File: config.mk
export PLATFORM = sky130hd
export DESIGN_NAME = instr_queue
export DESIGN_NICKNAME = d
export VERILOG_FILES = /design/src/rtl/lc3b_types.sv /design/src/rtl/instr_queue.sv
export SDC_FILE = /design/constraint.sdc
export NUM_CORES = 1
export LEC_CHECK = 0
export BUFFER_PORTS_ARGS = -buffer_cell sky130_fd_sc_hd__clkbuf_2
export CAP_MARGIN = 20
export CORE_MARGIN = 5
export CORE_UTILIZATION = 30
export CTS_BUF_LIST = sky130_fd_sc_hd__clkbuf_4 sky130_fd_sc_hd__clkbuf_8
export DETAILED_ROUTE_END_ITERATION = 7
export GPL_TIMING_DRIVEN = 0
export MAX_ROUTING_LAYER = met4
export SLEW_MARGIN = 10
export SYNTH_ARGS = -nofsm -noshare
export SYNTH_HDL_FRONTEND = slang
export SYNTH_SLANG_ARGS = --single-unit
File: constraint.sdc
create_clock -name clk -period 3.3 [get_ports clk]
set_input_delay 0.66 -clock clk [delete_from_list [all_inputs] [get_ports clk]]
set_output_delay 0.66 -clock clk [all_outputs]
set_load 0.05 [all_outputs]
File: src/rtl/lc3b_types.sv
// Shared LC-3b core types: machine word, instruction-queue entry and
// the queue depth used by the core top level.
package lc3b_types;

    typedef logic [15:0] lc3b_word;

    typedef struct packed {
        lc3b_word ir;
        lc3b_word pc;
        logic     hit;
        logic     predict;
    } lc3b_iq_entry;

    localparam int IQ_DEPTH = 8;

endpackage

File: src/rtl/instr_queue.sv
// Circular instruction queue between fetch and decode/dispatch, with
// first-word-fall-through head, fetch stall and single-cycle flush.
module instr_queue
    import lc3b_types::*;
#(
    parameter  int DEPTH = IQ_DEPTH,
    localparam int PTR_W = $clog2(DEPTH)
) (
    input  logic             clk,
    input  logic             rst_n,
    input  logic             flush,
    input  logic             enq,
    input  lc3b_word         enq_ir,
    input  lc3b_word         enq_pc,
    input  logic             enq_hit,
    input  logic             enq_predict,
    output logic             full,
    input  logic             deq,
    output logic             deq_valid,
    output lc3b_word         deq_ir,
    output lc3b_word         deq_pc,
    output logic             deq_hit,
    output logic             deq_predict,
    output logic [PTR_W:0]   count
);

    localparam logic [PTR_W:0] CNT_FULL = (PTR_W+1)'(DEPTH);

    lc3b_iq_entry mem_q [DEPTH];
    lc3b_iq_entry mem_d [DEPTH];

    logic [PTR_W-1:0] rd_ptr_q, rd_ptr_d;
    logic [PTR_W-1:0] wr_ptr_q, wr_ptr_d;
    logic [PTR_W:0]   count_q,  count_d;

    logic         do_enq;
    logic         do_deq;
    lc3b_iq_entry head;

    assign full      = (count_q == CNT_FULL);
    assign deq_valid = (count_q != '0);
    assign count     = count_q;

    assign do_enq = enq && !full;
    assign do_deq = deq && deq_valid;

    assign head        = mem_q[rd_ptr_q];
    assign deq_ir      = head.ir;
    assign deq_pc      = head.pc;
    assign deq_hit     = head.hit;
    assign deq_predict = head.predict;

    always_comb begin
        mem_d    = mem_q;
        rd_ptr_d = rd_ptr_q;
        wr_ptr_d = wr_ptr_q;
        count_d  = count_q;
        // flush leaves storage untouched; empty pointers hide it
        if (flush) begin
            rd_ptr_d = '0;
            wr_ptr_d = '0;
            count_d  = '0;
        end else begin
            if (do_enq) begin
                mem_d[wr_ptr_q] = '{ir: enq_ir, pc: enq_pc,
                                    hit: enq_hit, predict: enq_predict};
                wr_ptr_d = wr_ptr_q + 1'b1;
            end
            if (do_deq) begin
                rd_ptr_d = rd_ptr_q + 1'b1;
            end
            unique case ({do_enq, do_deq})
                2'b10:   count_d = count_q + 1'b1;
                2'b01:   count_d = count_q - 1'b1;
                default: count_d = count_q;
            endcase
        end
    end

    always_ff @(posedge clk or negedge rst_n) begin
        if (!rst_n) begin
            rd_ptr_q <= '0;
            wr_ptr_q <= '0;
            count_q  <= '0;
            for (int i = 0; i < DEPTH; i++) begin
                mem_q[i] <= '0;
            end
        end else begin
            rd_ptr_q <= rd_ptr_d;
            wr_ptr_q <= wr_ptr_d;
            count_q  <= count_d;
            for (int i = 0; i < DEPTH; i++) begin
                mem_q[i] <= mem_d[i];
            end
        end
    end

endmodule

==> impl_metrics.prom, run 1 <==
# TYPE chip_impl_metric gauge
chip_impl_metric{name="layout-drive-gt1-share",unit="%"} 61.5
chip_impl_metric{name="slew-limit-headroom",unit="%"} 54.5
chip_impl_metric{name="synth.yosys.seq_area_share",unit="%"} 54.0
chip_impl_metric{name="dr_total_vias",unit=""} 7167
chip_impl_metric{name="finalWorstPathRequiredPeriod",unit="ns"} 3.19
chip_impl_info{name="yosys-top-cells-count",value="sky130_fd_sc_hd__dfrtp_1, sky130_fd_sc_hd__mux2_2, sky130_fd_sc_hd__mux4_2"} 1
chip_impl_metric{name="cts_made_buffers",unit=""} 49
chip_impl_metric{name="postSynthCellCount",unit=""} 774
chip_impl_metric{name="rows",unit=""} 76
chip_impl_metric{name="drt_iter0_markers",unit=""} 317
chip_impl_metric{name="r2r.worst_path.cells",unit=""} 8
chip_impl_metric{name="place_inst",unit=""} 1440
chip_impl_metric{name="core_area",unit="sq um"} 43100
chip_impl_info{name="critical_path.startpoint_type",value="register"} 1
chip_impl_metric{name="post_synth_xor_area_fraction",unit="%"} 0.402
chip_impl_metric{name="synth_edf_count",unit=""} 0
chip_impl_metric{name="vdd_ir_drop_max",unit="uV"} 755
chip_impl_metric{name="dieWidth",unit="um"} 219
chip_impl_metric{name="vias_per_cell",unit=""} 4.70
chip_impl_metric{name="clock-sinks",unit=""} 282
chip_impl_metric{name="sequential_cell_area",unit="sq um"} 7060
chip_impl_info{name="hold_class",value="input port to async pin"} 1
chip_impl_metric{name="grt_first_pass_wirelength",unit="mm"} 47.8
chip_impl_metric{name="setup_viol_count_final",unit=""} 0
chip_impl_metric{name="synth_fa_ha_area_share",unit="%"} 0.383
chip_impl_metric{name="yosysUniqueCellTypes",unit=""} 41
chip_impl_metric{name="synth_compound_gate_area_share",unit="%"} 0.929
chip_impl_metric{name="drcViolationCount",unit=""} 0
chip_impl_metric{name="synth-seq-cells",unit=""} 282
chip_impl_metric{name="synth.top_cell.area_share",unit="%"} 54.0
chip_impl_metric{name="dp.final_hpwl",unit="mm"} 19.4
chip_impl_metric{name="syn_avg_cell_area",unit="sq um"} 16.9
chip_impl_info{name="synthMostInstantiatedCell",value="sky130_fd_sc_hd__dfrtp_1"} 1
chip_impl_metric{name="area.growth.synth_to_final",unit="%"} 17.6
chip_impl_info{name="critical_path.endpoint_type",value="output pin"} 1
chip_impl_metric{name="firstDrtPassIters",unit=""} 4
chip_impl_metric{name="synth.net_count",unit=""} 817
chip_impl_metric{name="area_taken_by_multi_input_logic_gates",unit="sq um"} 5580
chip_impl_metric{name="grt_use_total",unit="%"} 13.1
chip_impl_metric{name="post_synth_instance_area",unit="sq um"} 13100
chip_impl_metric{name="worstPathMaxFanout",unit=""} 10
chip_impl_metric{name="final_hold_viol_count",unit=""} 0
chip_impl_metric{name="cts_hold_buf",unit=""} 0
chip_impl_metric{name="clock_tree.buffer_depth",unit=""} 3
chip_impl_metric{name="synth_mux_area_share",unit="%"} 39.1
chip_impl_metric{name="drv_slew",unit=""} 0
chip_impl_metric{name="route.final.wire_length",unit="mm"} 29.7
chip_impl_metric{name="period_share",unit="%"} 96.8
chip_impl_metric{name="design.final.nets",unit=""} 946
chip_impl_metric{name="antenna_found_initial",unit=""} 2
chip_impl_info{name="netlist_top_cells_area",value="sky130_fd_sc_hd__dfrtp_1, sky130_fd_sc_hd__mux2_2, sky130_fd_sc_hd__mux4_2"} 1
chip_impl_metric{name="place.gp.congestion",unit=""} 0.720
chip_impl_metric{name="fin_util",unit="%"} 35.7
chip_impl_metric{name="clk_pin_slew_worst_paths",unit="ns"} 0.06
chip_impl_metric{name="setup_ws",unit="ns"} 0.107
chip_impl_metric{name="pin_count",unit=""} 79
chip_impl_metric{name="first_global_vias",unit=""} 7984
chip_impl_info{name="rsz0062_at_grt",value="true"} 1
chip_impl_metric{name="areal_power_density_over_the_cells",unit="nW/um^2"} 826
chip_impl_info{name="outcome",value="complete, no violations"} 1
chip_impl_metric{name="drt-wirelength-per-cell",unit="um"} 19.5
chip_impl_info{name="synth_top_family_by_area",value="multiplexers"} 1
chip_impl_info{name="cts.root.buffer_cell",value="sky130_fd_sc_hd__clkbuf_8"} 1
chip_impl_metric{name="timing.critical_path.required",unit="ns"} 2.64
chip_impl_metric{name="async_reset_ff_share",unit="%"} 100
chip_impl_metric{name="globalRoute.totalOverflow",unit=""} 0
chip_impl_metric{name="worstSkewPairLatency",unit="ns"} 0.57
chip_impl_metric{name="transition_at_the_pin_with_the_smallest_max_transition_slack",unit="ns"} 0.673
chip_impl_info{name="primary_flip_flop_cell_chosen_by_synthesis_mapping",value="sky130_fd_sc_hd__dfrtp_1"} 1
chip_impl_metric{name="htree_levels",unit=""} 2
chip_impl_metric{name="preCtsSetupSlack",unit="ns"} -0.328
chip_impl_metric{name="die_area",unit="sq um"} 47800
chip_impl_metric{name="yosysWarnings",unit=""} 0
chip_impl_metric{name="final_cell_count_no_fill",unit=""} 1525
chip_impl_metric{name="cp_data_arrival_time",unit="ns"} 2.53
chip_impl_metric{name="max_cap_check_violation_count",unit=""} 0
chip_impl_metric{name="clock.fmax",unit="MHz"} 313
chip_impl_info{name="clock_tree_from_tritoncts",value="yes"} 1
chip_impl_info{name="critical_path_class",value="register to output pin"} 1
chip_impl_metric{name="final.setup_skew",unit="ns"} 0.0139
chip_impl_info{name="synth_top_area_cell",value="sky130_fd_sc_hd__dfrtp_1"} 1
chip_impl_metric{name="finalPower",unit="mW"} 12.7
chip_impl_metric{name="grt_max_degree",unit=""} 79
chip_impl_metric{name="final_ant_viol_nets",unit=""} 0
chip_impl_metric{name="power.static_leakage",unit="nW"} 7.25
chip_impl_metric{name="portBuffers",unit=""} 78
chip_impl_metric{name="start_util",unit="%"} 30.3
chip_impl_metric{name="area_share_of_and_or_nand_nor_cells_after_synthesis",unit="%"} 1.91
chip_impl_metric{name="vertical_die_dimension",unit="um"} 219
chip_impl_metric{name="fillers",unit=""} 4133
==> layout make-up <==
class | count | share of cell area (%)
multi-input cells | 438 | 36.3
inverters | 2 | 0.0489
clock buffers | 76 | 6.12
plain buffers | 48 | 2.89
clock inverters | 9 | 0.651
diodes | 3 | 0.0489
flip-flops and latches | 282 | 45.9
well taps | 585 | 4.76
repair buffers | 82 | 3.20
==> cell families after synthesis <==
| logic type | after synthesis |
|---|---|
| adders and majority gates | 4 |
| muxes | 376 |
| DFF | 282 |
| AOI/OAI and AO/OA | 17 |
| xor gates and xnor gates | 6 |
| buffers and inverters | 54 |
| and+or+nand+nor | 35 |
==> report_power, final <==
part	switching [mW]	internal, mW	total (mW)	leakage, nW
registers	0.445	4.35	4.80	3.73
logic	2.58	1.96	4.54	2.97
clock network	1.40	1.96	3.36	0.551
==> worst max-delay path: stages (launching register included) <==
cell and delay [ns]:
sky130_fd_sc_hd__dfrtp_2 0.50, sky130_fd_sc_hd__clkbuf_4 0.35, sky130_fd_sc_hd__mux4_2 0.53, sky130_fd_sc_hd__mux2_2 0.32, sky130_fd_sc_hd__clkbuf_2 0.25
==> state kept, by name, summed over array words and instances, names as in the netlist <==
name,flops
rd_ptr_q,3
mem_q,272
wr_ptr_q,3
count,4
==> worst paths after layout <==
path                             start          to  slack, ns
max                        rd_ptr_q[0]   deq_ir[5]       0.11
min                              rst_n  mem_q[196]       0.11
max reg2reg                   count[1]    count[3]       0.58
min reg2reg                 mem_q[217]  mem_q[217]       0.49
max in group asynchronous        rst_n  mem_q[144]       1.69
min in group clk             enq_pc[7]  mem_q[213]       0.41
==> cells in the final DEF (no fill, tap or decap), types with 4 or more instances in the layout <==
cell	instances
sky130_fd_sc_hd__clkbuf_1	4
sky130_fd_sc_hd__buf_6	19
sky130_fd_sc_hd__clkbuf_2	83
sky130_fd_sc_hd__nand2_4	6
sky130_fd_sc_hd__clkbuf_4	19
sky130_fd_sc_hd__nor2_1	8
sky130_fd_sc_hd__clkbuf_8	60
sky130_fd_sc_hd__a21oi_1	6
sky130_fd_sc_hd__clkinv_2	5
sky130_fd_sc_hd__ha_1	4
sky130_fd_sc_hd__buf_12	4
sky130_fd_sc_hd__mux2_2	253
sky130_fd_sc_hd__mux4_2	68
sky130_fd_sc_hd__mux2_1	24
sky130_fd_sc_hd__xor2_1	4
sky130_fd_sc_hd__buf_4	12
sky130_fd_sc_hd__dfrtp_1	280
sky130_fd_sc_hd__nand2_1	6
sky130_fd_sc_hd__mux2_4	30
==> metrics by stage <==
stage	area [sq um]	hold slack [ns]	TNS (ns)
2_1_floorplan	13100	0.364	0
3_3_place_gp	14200	0.470	-1264.19
3_5_place_dp	14300	0.480	-4.57
4_1_cts	15400	0.112	-1.22
5_1_grt	15400	0.144	-0.00763
6_report	15400	0.115	0
==> per-layer routing <==
metal | GRT usage (%) | up-vias | part of all wire (%)
li1 | - | 3180 | -
met1 | 17.1 | 3834 | 45
met2 | 21.2 | 111 | 49
met3 | 2.96 | 42 | 4.3
met4 | 3.04 | 0 | 1.5
met5 | - | - | 0
==> what timing repair did <==
action                                  4_1_cts  5_1_grt
resized for setup                            25       10
setup buffers                                 1        0
endpoints found under the setup margin       34       34
pin swaps                                     0        0
endpoints found under the hold margin         0        0
No activity file was read; power rests on OpenSTA's default activity.
==> run 2, diff against run 1 <==
--- a/config.mk
+++ b/config.mk
@@ -10,9 +10,11 @@
 export CORE_MARGIN = 5
 export CORE_UTILIZATION = 30
 export CTS_BUF_LIST = sky130_fd_sc_hd__clkbuf_4 sky130_fd_sc_hd__clkbuf_8
+export CTS_CLUSTER_SIZE = 20
 export DETAILED_ROUTE_END_ITERATION = 7
 export GPL_TIMING_DRIVEN = 0
 export MAX_ROUTING_LAYER = met4
+export RECOVER_POWER = 25
 export SLEW_MARGIN = 10
 export SYNTH_ARGS = -nofsm -noshare
 export SYNTH_HDL_FRONTEND = slang
==> run 2 against run 1 <==
Compared with the run above: the flow now finishes with violations (max-capacitance violations, max-slew violations); clock power hardly changed; count of clock-buffer cells in the layout stayed put; first-iteration DRC count is 0.95% higher; global-route usage stayed put; non-clock buffer count stayed put; critical path type unchanged; critical endpoint unchanged.
==> impl_metrics.prom, run 2 (synthesized netlist as in run 1, its figures left out) <==
# TYPE chip_impl_metric gauge
chip_impl_metric{name="dp.final_hpwl",unit="mm"} 19.4
chip_impl_metric{name="areal_power_density_over_the_cells",unit="nW/um^2"} 827
chip_impl_info{name="violations",value="max-capacitance violations, max-slew violations"} 1
chip_impl_metric{name="cpPeakStageDelay",unit="ns"} 0.53
chip_impl_metric{name="r2r_setup_slack",unit="ns"} 0.58
chip_impl_metric{name="worstSkewPairLatency",unit="ns"} 0.57
chip_impl_metric{name="pin_count",unit=""} 79
chip_impl_metric{name="core_area",unit="sq um"} 43100
chip_impl_metric{name="vertical_die_dimension",unit="um"} 219
chip_impl_info{name="critical_path.endpoint_type",value="output pin"} 1
chip_impl_info{name="top_layer",value="met4"} 1
chip_impl_metric{name="drcViolationCount",unit=""} 0
chip_impl_info{name="worst_hold_startpoint",value="enq_pc[7]"} 1
chip_impl_metric{name="design.final.nets",unit=""} 946
chip_impl_metric{name="totalNegativeSetupSlack",unit="ns"} 0
chip_impl_metric{name="drt-wirelength-per-cell",unit="um"} 19.5
chip_impl_metric{name="start_util",unit="%"} 30.3
chip_impl_metric{name="max_reg_flops",unit=""} 272
chip_impl_metric{name="area.growth.synth_to_final",unit="%"} 17.5
chip_impl_metric{name="drv_slew",unit=""} 78
chip_impl_metric{name="timing.critical_path.required",unit="ns"} 2.64
chip_impl_metric{name="finalPower",unit="mW"} 12.7
chip_impl_metric{name="antenna_found_initial",unit=""} 2
chip_impl_info{name="top_register",value="mem_q"} 1
chip_impl_info{name="final_common_cell",value="sky130_fd_sc_hd__dfrtp_1"} 1
chip_impl_metric{name="setup_viol_count_final",unit=""} 0
chip_impl_metric{name="share_of_power_burned_in_combinational_logic",unit="%"} 35.8
chip_impl_info{name="slowest_stage_cell_crit_path",value="sky130_fd_sc_hd__mux4_2"} 1
chip_impl_metric{name="seq_power_share",unit="%"} 37.8
chip_impl_metric{name="die_area",unit="sq um"} 47800
chip_impl_info{name="rsz0062_at_grt",value="true"} 1
chip_impl_metric{name="setup_ws",unit="ns"} 0.103
chip_impl_metric{name="final_hold_viol_count",unit=""} 0
chip_impl_metric{name="drt_iter0_markers",unit=""} 320
chip_impl_info{name="worst_hold_path_endpoint",value="mem_q[213]"} 1
chip_impl_metric{name="grt_max_degree",unit=""} 79
chip_impl_metric{name="sequential_cell_area",unit="sq um"} 7060
chip_impl_metric{name="place.gp.congestion",unit=""} 0.720
chip_impl_metric{name="rows",unit=""} 76
chip_impl_metric{name="vdd_ir_drop_max",unit="uV"} 755
chip_impl_info{name="critical_path_class",value="register to output pin"} 1
chip_impl_info{name="crit-reg2reg-launch",value="count[1]"} 1
chip_impl_metric{name="dr_total_vias",unit=""} 7180
chip_impl_metric{name="p_switching",unit="mW"} 4.42
chip_impl_info{name="reg_to_reg_endpoint",value="count[3]"} 1
chip_impl_metric{name="route.final.wire_length",unit="mm"} 29.7
chip_impl_metric{name="max_cap_check_violation_count",unit=""} 1
chip_impl_metric{name="preCtsSetupSlack",unit="ns"} -0.328
chip_impl_info{name="clock_tree_from_tritoncts",value="yes"} 1
chip_impl_info{name="layout_common_cells",value="sky130_fd_sc_hd__dfrtp_1, sky130_fd_sc_hd__mux2_2, sky130_fd_sc_hd__clkbuf_2"} 1
chip_impl_info{name="hold_class",value="input port to register"} 1
chip_impl_metric{name="fin_util",unit="%"} 35.7
chip_impl_metric{name="fin_worst_hold_slack",unit="ns"} 0.409
chip_impl_info{name="critical_path.startpoint_type",value="register"} 1
chip_impl_info{name="outcome",value="finished with violations"} 1
chip_impl_info{name="cts.root.buffer_cell",value="sky130_fd_sc_hd__clkbuf_8"} 1
chip_impl_metric{name="cp_data_arrival_time",unit="ns"} 2.54
chip_impl_info{name="series_of_cell_instances_along_the_critical_path",value="clkbuf_4 > mux4_2 > mux2_2 > clkbuf_2"} 1
chip_impl_metric{name="fillers",unit=""} 4134
chip_impl_metric{name="cts_hold_buf",unit=""} 0
chip_impl_metric{name="clock.fmax",unit="MHz"} 313
chip_impl_metric{name="grt_use_total",unit="%"} 13.1
chip_impl_metric{name="power.static_leakage",unit="nW"} 7.25
chip_impl_metric{name="final_ant_viol_nets",unit=""} 0
chip_impl_metric{name="dieWidth",unit="um"} 219
chip_impl_metric{name="period_share",unit="%"} 96.9
chip_impl_metric{name="finalWorstPathRequiredPeriod",unit="ns"} 3.20
chip_impl_metric{name="portBuffers",unit=""} 78
chip_impl_metric{name="power.switching_fraction",unit="%"} 34.9
chip_impl_metric{name="internal-power",unit="mW"} 8.27
chip_impl_metric{name="globalRoute.totalOverflow",unit=""} 0
chip_impl_metric{name="clock_tree.buffer_depth",unit=""} 3
chip_impl_metric{name="cts_made_buffers",unit=""} 49
chip_impl_metric{name="met1_length",unit="mm"} 13.3
chip_impl_metric{name="area_taken_by_multi_input_logic_gates",unit="sq um"} 5580
chip_impl_metric{name="timing.hold.worst_path_depth",unit=""} 2
chip_impl_metric{name="r2r.worst_path.cells",unit=""} 8
chip_impl_metric{name="htree_levels",unit=""} 2
chip_impl_metric{name="transition_at_the_pin_with_the_smallest_max_transition_slack",unit="ns"} 2.00
chip_impl_metric{name="final.setup_skew",unit="ns"} 0.0179
chip_impl_metric{name="first_global_vias",unit=""} 7984
chip_impl_metric{name="worstPathMaxFanout",unit=""} 10
chip_impl_metric{name="firstDrtPassIters",unit=""} 6
chip_impl_metric{name="clock-sinks",unit=""} 282
chip_impl_metric{name="p_clk_share",unit="%"} 26.4
chip_impl_metric{name="clk_pin_slew_worst_paths",unit="ns"} 0.06
chip_impl_metric{name="vias_per_cell",unit=""} 4.71
chip_impl_metric{name="slew-limit-headroom",unit="%"} -33.6
chip_impl_metric{name="routed-wl-met2",unit="mm"} 14.6
chip_impl_metric{name="met3_wirelength_from_detailed_routing",unit="mm"} 1.38
chip_impl_metric{name="grt_first_pass_wirelength",unit="mm"} 47.8
chip_impl_metric{name="layout-drive-gt1-share",unit="%"} 61.5
run 2: how the worst max path moves through the flow:
stage	from	to	slack, ns	depth (start not counted)
after global routing	rd_ptr_q[0]	deq_pc[0]	-0.008	4
after global placement	rst_n	mem_q[107]	-4.50	1
after CTS	rd_ptr_q[0]	deq_pc[10]	-0.09	4
after detailed placement	rd_ptr_q[1]	deq_ir[9]	-0.33	6
final	rd_ptr_q[0]	deq_ir[5]	0.10	4
after floorplan	rd_ptr_q[0]	deq_ir[0]	0.61	5
run 2: per-stage QoR:
stage	instances	area, sq um
finish	1525	15400
global route	1524	15400
CTS	1524	15400
detailed placement	1440	14300
global placement	1437	14200
floorplan	774	13100
run 2: what timing repair did:
item                                    CTS  global route
cloned                                    0             0
setup buffers                             1             0
resized for setup                        25            10
endpoints found under the setup margin   34            34
run 2: worst max-delay path, delay by kind of cell, from the launching register on:
kind	cells	cell delay [ns]
buffers and inverters	2	0.60
muxes	2	0.85
DFF	1	0.51
run 2: cell type report:
cell class	instances	area share (%)
diodes	3	0.0489
plain buffers	48	2.89
clock buffers	76	6.12
clock inverters	9	0.652
inverters	2	0.0489
multi-input cells	438	36.4
flip-flops and latches	282	46.0
well taps	585	4.77
repair buffers	82	3.14
run 2: routing by layer:
layer	track usage [%]	up-vias
li1	-	3184
met1	17.1	3824
met2	21.2	132
met3	2.96	40
met4	3.04	0
met5	-	-
run 2: power by group through the flow:
stage	logic [mW]	registers, mW	clock network, mW
2_1_floorplan	3.53	4.75	0
3_3_place_gp	4.54	4.80	0
3_5_place_dp	4.62	4.84	0
4_1_cts	4.65	4.80	3.48
5_1_grt	4.87	4.91	3.64
6_report	4.54	4.80	3.35
==> run 3, diff against run 2 <==
==> constraint.sdc (replaced) <==
create_clock -name clk -period 3.3 [get_ports clk]
set_input_delay 0.165 -clock clk [delete_from_list [all_inputs] [get_ports clk]]
set_output_delay 0.165 -clock clk [all_outputs]
set_load 0.05 [all_outputs]
==> run 3 against run 2 <==
Compared with the run above: the run still ends with max-capacitance violations, max-slew violations left; sequential power hardly changed; count of clock-buffer cells in the layout unchanged; die area unchanged; register-to-register slack hardly changed; first-iteration DRC count is 9.1% lower; utilization up 0.74 points; clock power is essentially flat; power barely moved.
==> impl_metrics.prom, run 3 (synthesized netlist as in run 1, its figures left out) <==
# TYPE chip_impl_metric gauge
chip_impl_info{name="outcome",value="finished with violations"} 1
chip_impl_info{name="violations",value="max-capacitance violations, max-slew violations"} 1
chip_impl_metric{name="first_global_vias",unit=""} 8131
chip_impl_metric{name="areal_power_density_over_the_cells",unit="nW/um^2"} 810
chip_impl_metric{name="fin_util",unit="%"} 36.4
chip_impl_metric{name="die_area",unit="sq um"} 47800
chip_impl_metric{name="timing.critical_path.required",unit="ns"} 3.13
chip_impl_metric{name="clock-sinks",unit=""} 282
chip_impl_metric{name="drv_slew",unit=""} 78
chip_impl_metric{name="clock.fmax",unit="MHz"} 316
chip_impl_metric{name="cts_made_buffers",unit=""} 49
chip_impl_metric{name="place.gp.congestion",unit=""} 0.720
chip_impl_metric{name="cp_data_arrival_time",unit="ns"} 3.00
chip_impl_metric{name="final_cell_count_no_fill",unit=""} 1561
chip_impl_metric{name="clock_tree.buffer_depth",unit=""} 3
chip_impl_metric{name="max_cap_check_violation_count",unit=""} 1
chip_impl_metric{name="placed_cell_area",unit="sq um"} 14300
chip_impl_metric{name="firstDrtPassIters",unit=""} 5
chip_impl_metric{name="slew-limit-headroom",unit="%"} -32.7
chip_impl_metric{name="dr_total_vias",unit=""} 7316
chip_impl_info{name="top_register",value="mem_q"} 1
chip_impl_metric{name="antenna_found_initial",unit=""} 2
chip_impl_metric{name="cpPeakStageDelay",unit="ns"} 0.73
chip_impl_metric{name="rows",unit=""} 76
chip_impl_info{name="critical_path.endpoint_type",value="output pin"} 1
chip_impl_metric{name="fin_worst_hold_slack",unit="ns"} 0.0814
chip_impl_metric{name="dp.final_hpwl",unit="mm"} 19.4
chip_impl_info{name="final_common_cell",value="sky130_fd_sc_hd__dfrtp_1"} 1
chip_impl_metric{name="start_util",unit="%"} 30.3
chip_impl_metric{name="globalRoute.totalOverflow",unit=""} 0
chip_impl_metric{name="vdd_ir_drop_max",unit="uV"} 755
chip_impl_metric{name="portBuffers",unit=""} 78
chip_impl_metric{name="final_ant_viol_nets",unit=""} 0
chip_impl_metric{name="layout-drive-gt1-share",unit="%"} 58.2
chip_impl_metric{name="core_area",unit="sq um"} 43100
chip_impl_metric{name="grt_max_degree",unit=""} 79
chip_impl_metric{name="pin_count",unit=""} 79
chip_impl_info{name="layout_common_cells",value="sky130_fd_sc_hd__dfrtp_1, sky130_fd_sc_hd__mux2_2, sky130_fd_sc_hd__clkbuf_2"} 1
chip_impl_metric{name="max_reg_flops",unit=""} 272
chip_impl_metric{name="grt_first_pass_wirelength",unit="mm"} 48.2
chip_impl_metric{name="cts_setup_buffers",unit=""} 0
chip_impl_metric{name="drt-wirelength-per-cell",unit="um"} 19.1
chip_impl_info{name="rsz0062_at_grt",value="false"} 1
chip_impl_info{name="critical_path_class",value="register to output pin"} 1
chip_impl_metric{name="htree_levels",unit=""} 2
chip_impl_metric{name="transition_at_the_pin_with_the_smallest_max_transition_slack",unit="ns"} 1.99
chip_impl_metric{name="vertical_die_dimension",unit="um"} 219
chip_impl_info{name="cp_common_cell",value="sky130_fd_sc_hd__clkbuf_1"} 1
chip_impl_metric{name="r2r_setup_slack",unit="ns"} 0.58
chip_impl_metric{name="finalWorstPathRequiredPeriod",unit="ns"} 3.17
chip_impl_metric{name="design.final.nets",unit=""} 983
chip_impl_metric{name="wp_buf_inv",unit=""} 3
chip_impl_metric{name="area.growth.synth_to_final",unit="%"} 20.0
chip_impl_info{name="critical_path.startpoint_type",value="register"} 1
chip_impl_metric{name="dieWidth",unit="um"} 219
chip_impl_metric{name="setup_ws",unit="ns"} 0.134
chip_impl_metric{name="route.final.wire_length",unit="mm"} 29.8
chip_impl_metric{name="finalPower",unit="mW"} 12.7
chip_impl_metric{name="drt_iter0_markers",unit=""} 291
chip_impl_info{name="slowest_stage_cell_crit_path",value="sky130_fd_sc_hd__clkbuf_1"} 1
chip_impl_info{name="series_of_cell_instances_along_the_critical_path",value="clkbuf_1 > clkbuf_1 > mux4_2 > mux2_2 > clkbuf_2"} 1
chip_impl_info{name="worst_path_dominant_cell_family",value="buffers and inverters"} 1
chip_impl_metric{name="vias_per_cell",unit=""} 4.69
chip_impl_metric{name="worstPathMaxFanout",unit=""} 10
chip_impl_metric{name="final.setup_skew",unit="ns"} 0.0167
chip_impl_info{name="cts.root.buffer_cell",value="sky130_fd_sc_hd__clkbuf_8"} 1
chip_impl_metric{name="period_share",unit="%"} 95.9
chip_impl_metric{name="totalNegativeSetupSlack",unit="ns"} 0
chip_impl_metric{name="place_inst",unit=""} 1440
chip_impl_metric{name="drcViolationCount",unit=""} 0
chip_impl_metric{name="grt_use_total",unit="%"} 13.2
chip_impl_metric{name="final_design_area_no_fill",unit="sq um"} 15700
chip_impl_info{name="clock_tree_from_tritoncts",value="yes"} 1
chip_impl_metric{name="preCtsSetupSlack",unit="ns"} 0.167
chip_impl_info{name="hold_class",value="input port to register"} 1
chip_impl_metric{name="final_hold_viol_count",unit=""} 0
chip_impl_metric{name="clk_pin_slew_worst_paths",unit="ns"} 0.06
chip_impl_metric{name="setup_viol_count_final",unit=""} 0
chip_impl_metric{name="worstSkewPairLatency",unit="ns"} 0.57
chip_impl_metric{name="power.static_leakage",unit="nW"} 7.37
run 3: changes by cell type in the layout (fill, tap and decap cells not counted), moves of 4 or more:
cell                            delta
sky130_fd_sc_hd__buf_2             +5
sky130_fd_sc_hd__buf_4             -4
sky130_fd_sc_hd__clkbuf_1          +9
sky130_fd_sc_hd__clkbuf_2          -6
sky130_fd_sc_hd__dlygate4sd3_1    +35
run 3: report_power, final:
part	total [mW]	switching, mW	internal, mW
sequential	4.79	0.436	4.35
clock	3.35	1.39	1.96
combinational	4.56	2.60	1.96
run 3: layer usage:
| metal | track usage [%] | up-vias | share of wire, % |
|---|---|---|---|
| li1 | - | 3257 | - |
| met1 | 17.3 | 3895 | 45 |
| met2 | 21.2 | 121 | 49 |
| met3 | 2.78 | 43 | 4.2 |
| met4 | 3.24 | 0 | 1.7 |
| met5 | - | - | 0 |
run 3: worst reg2reg max path: stages, from the launching register on:
cell and delay (ns):
sky130_fd_sc_hd__dfrtp_1 0.40, sky130_fd_sc_hd__buf_2 0.19, sky130_fd_sc_hd__o41ai_1 0.63, sky130_fd_sc_hd__a21oi_1 0.16
sky130_fd_sc_hd__ha_1 0.36, sky130_fd_sc_hd__o21ai_0 0.10, sky130_fd_sc_hd__a221oi_1 0.12, sky130_fd_sc_hd__or4_1 0.50
sky130_fd_sc_hd__a21oi_1 0.17
run 3: cell type report:
type,instances,area (sq um)
Buffer,51,429
Tap cell,585,732
Clock buffer,76,940
Timing Repair Buffer,116,823
Sequential cell,282,7060
Clock inverter,9,100
Antenna cell,2,5.00
Fill cell,4116,27400
Inverter,2,7.51
Multi-Input combinational cell,438,5580
run 3: worst paths after layout:
kind / startpoint / end / cells after the start
worst max-delay path: rd_ptr_q[1] / deq_pc[0] / 5
worst min-delay path: deq / rd_ptr_q[1] / 4
worst max register to register: count[1] / count[3] / 8
worst min register to register: mem_q[217] / mem_q[217] / 1
max in group asynchronous: rst_n / mem_q[78] / 5
min in group asynchronous: rst_n / mem_q[196] / 2
run 3: repair_timing:
item,in CTS,in global routing
hold endpoints to repair,349,0
resized for setup,6,0
hold buffers,35,0
setup endpoints to repair,19,0
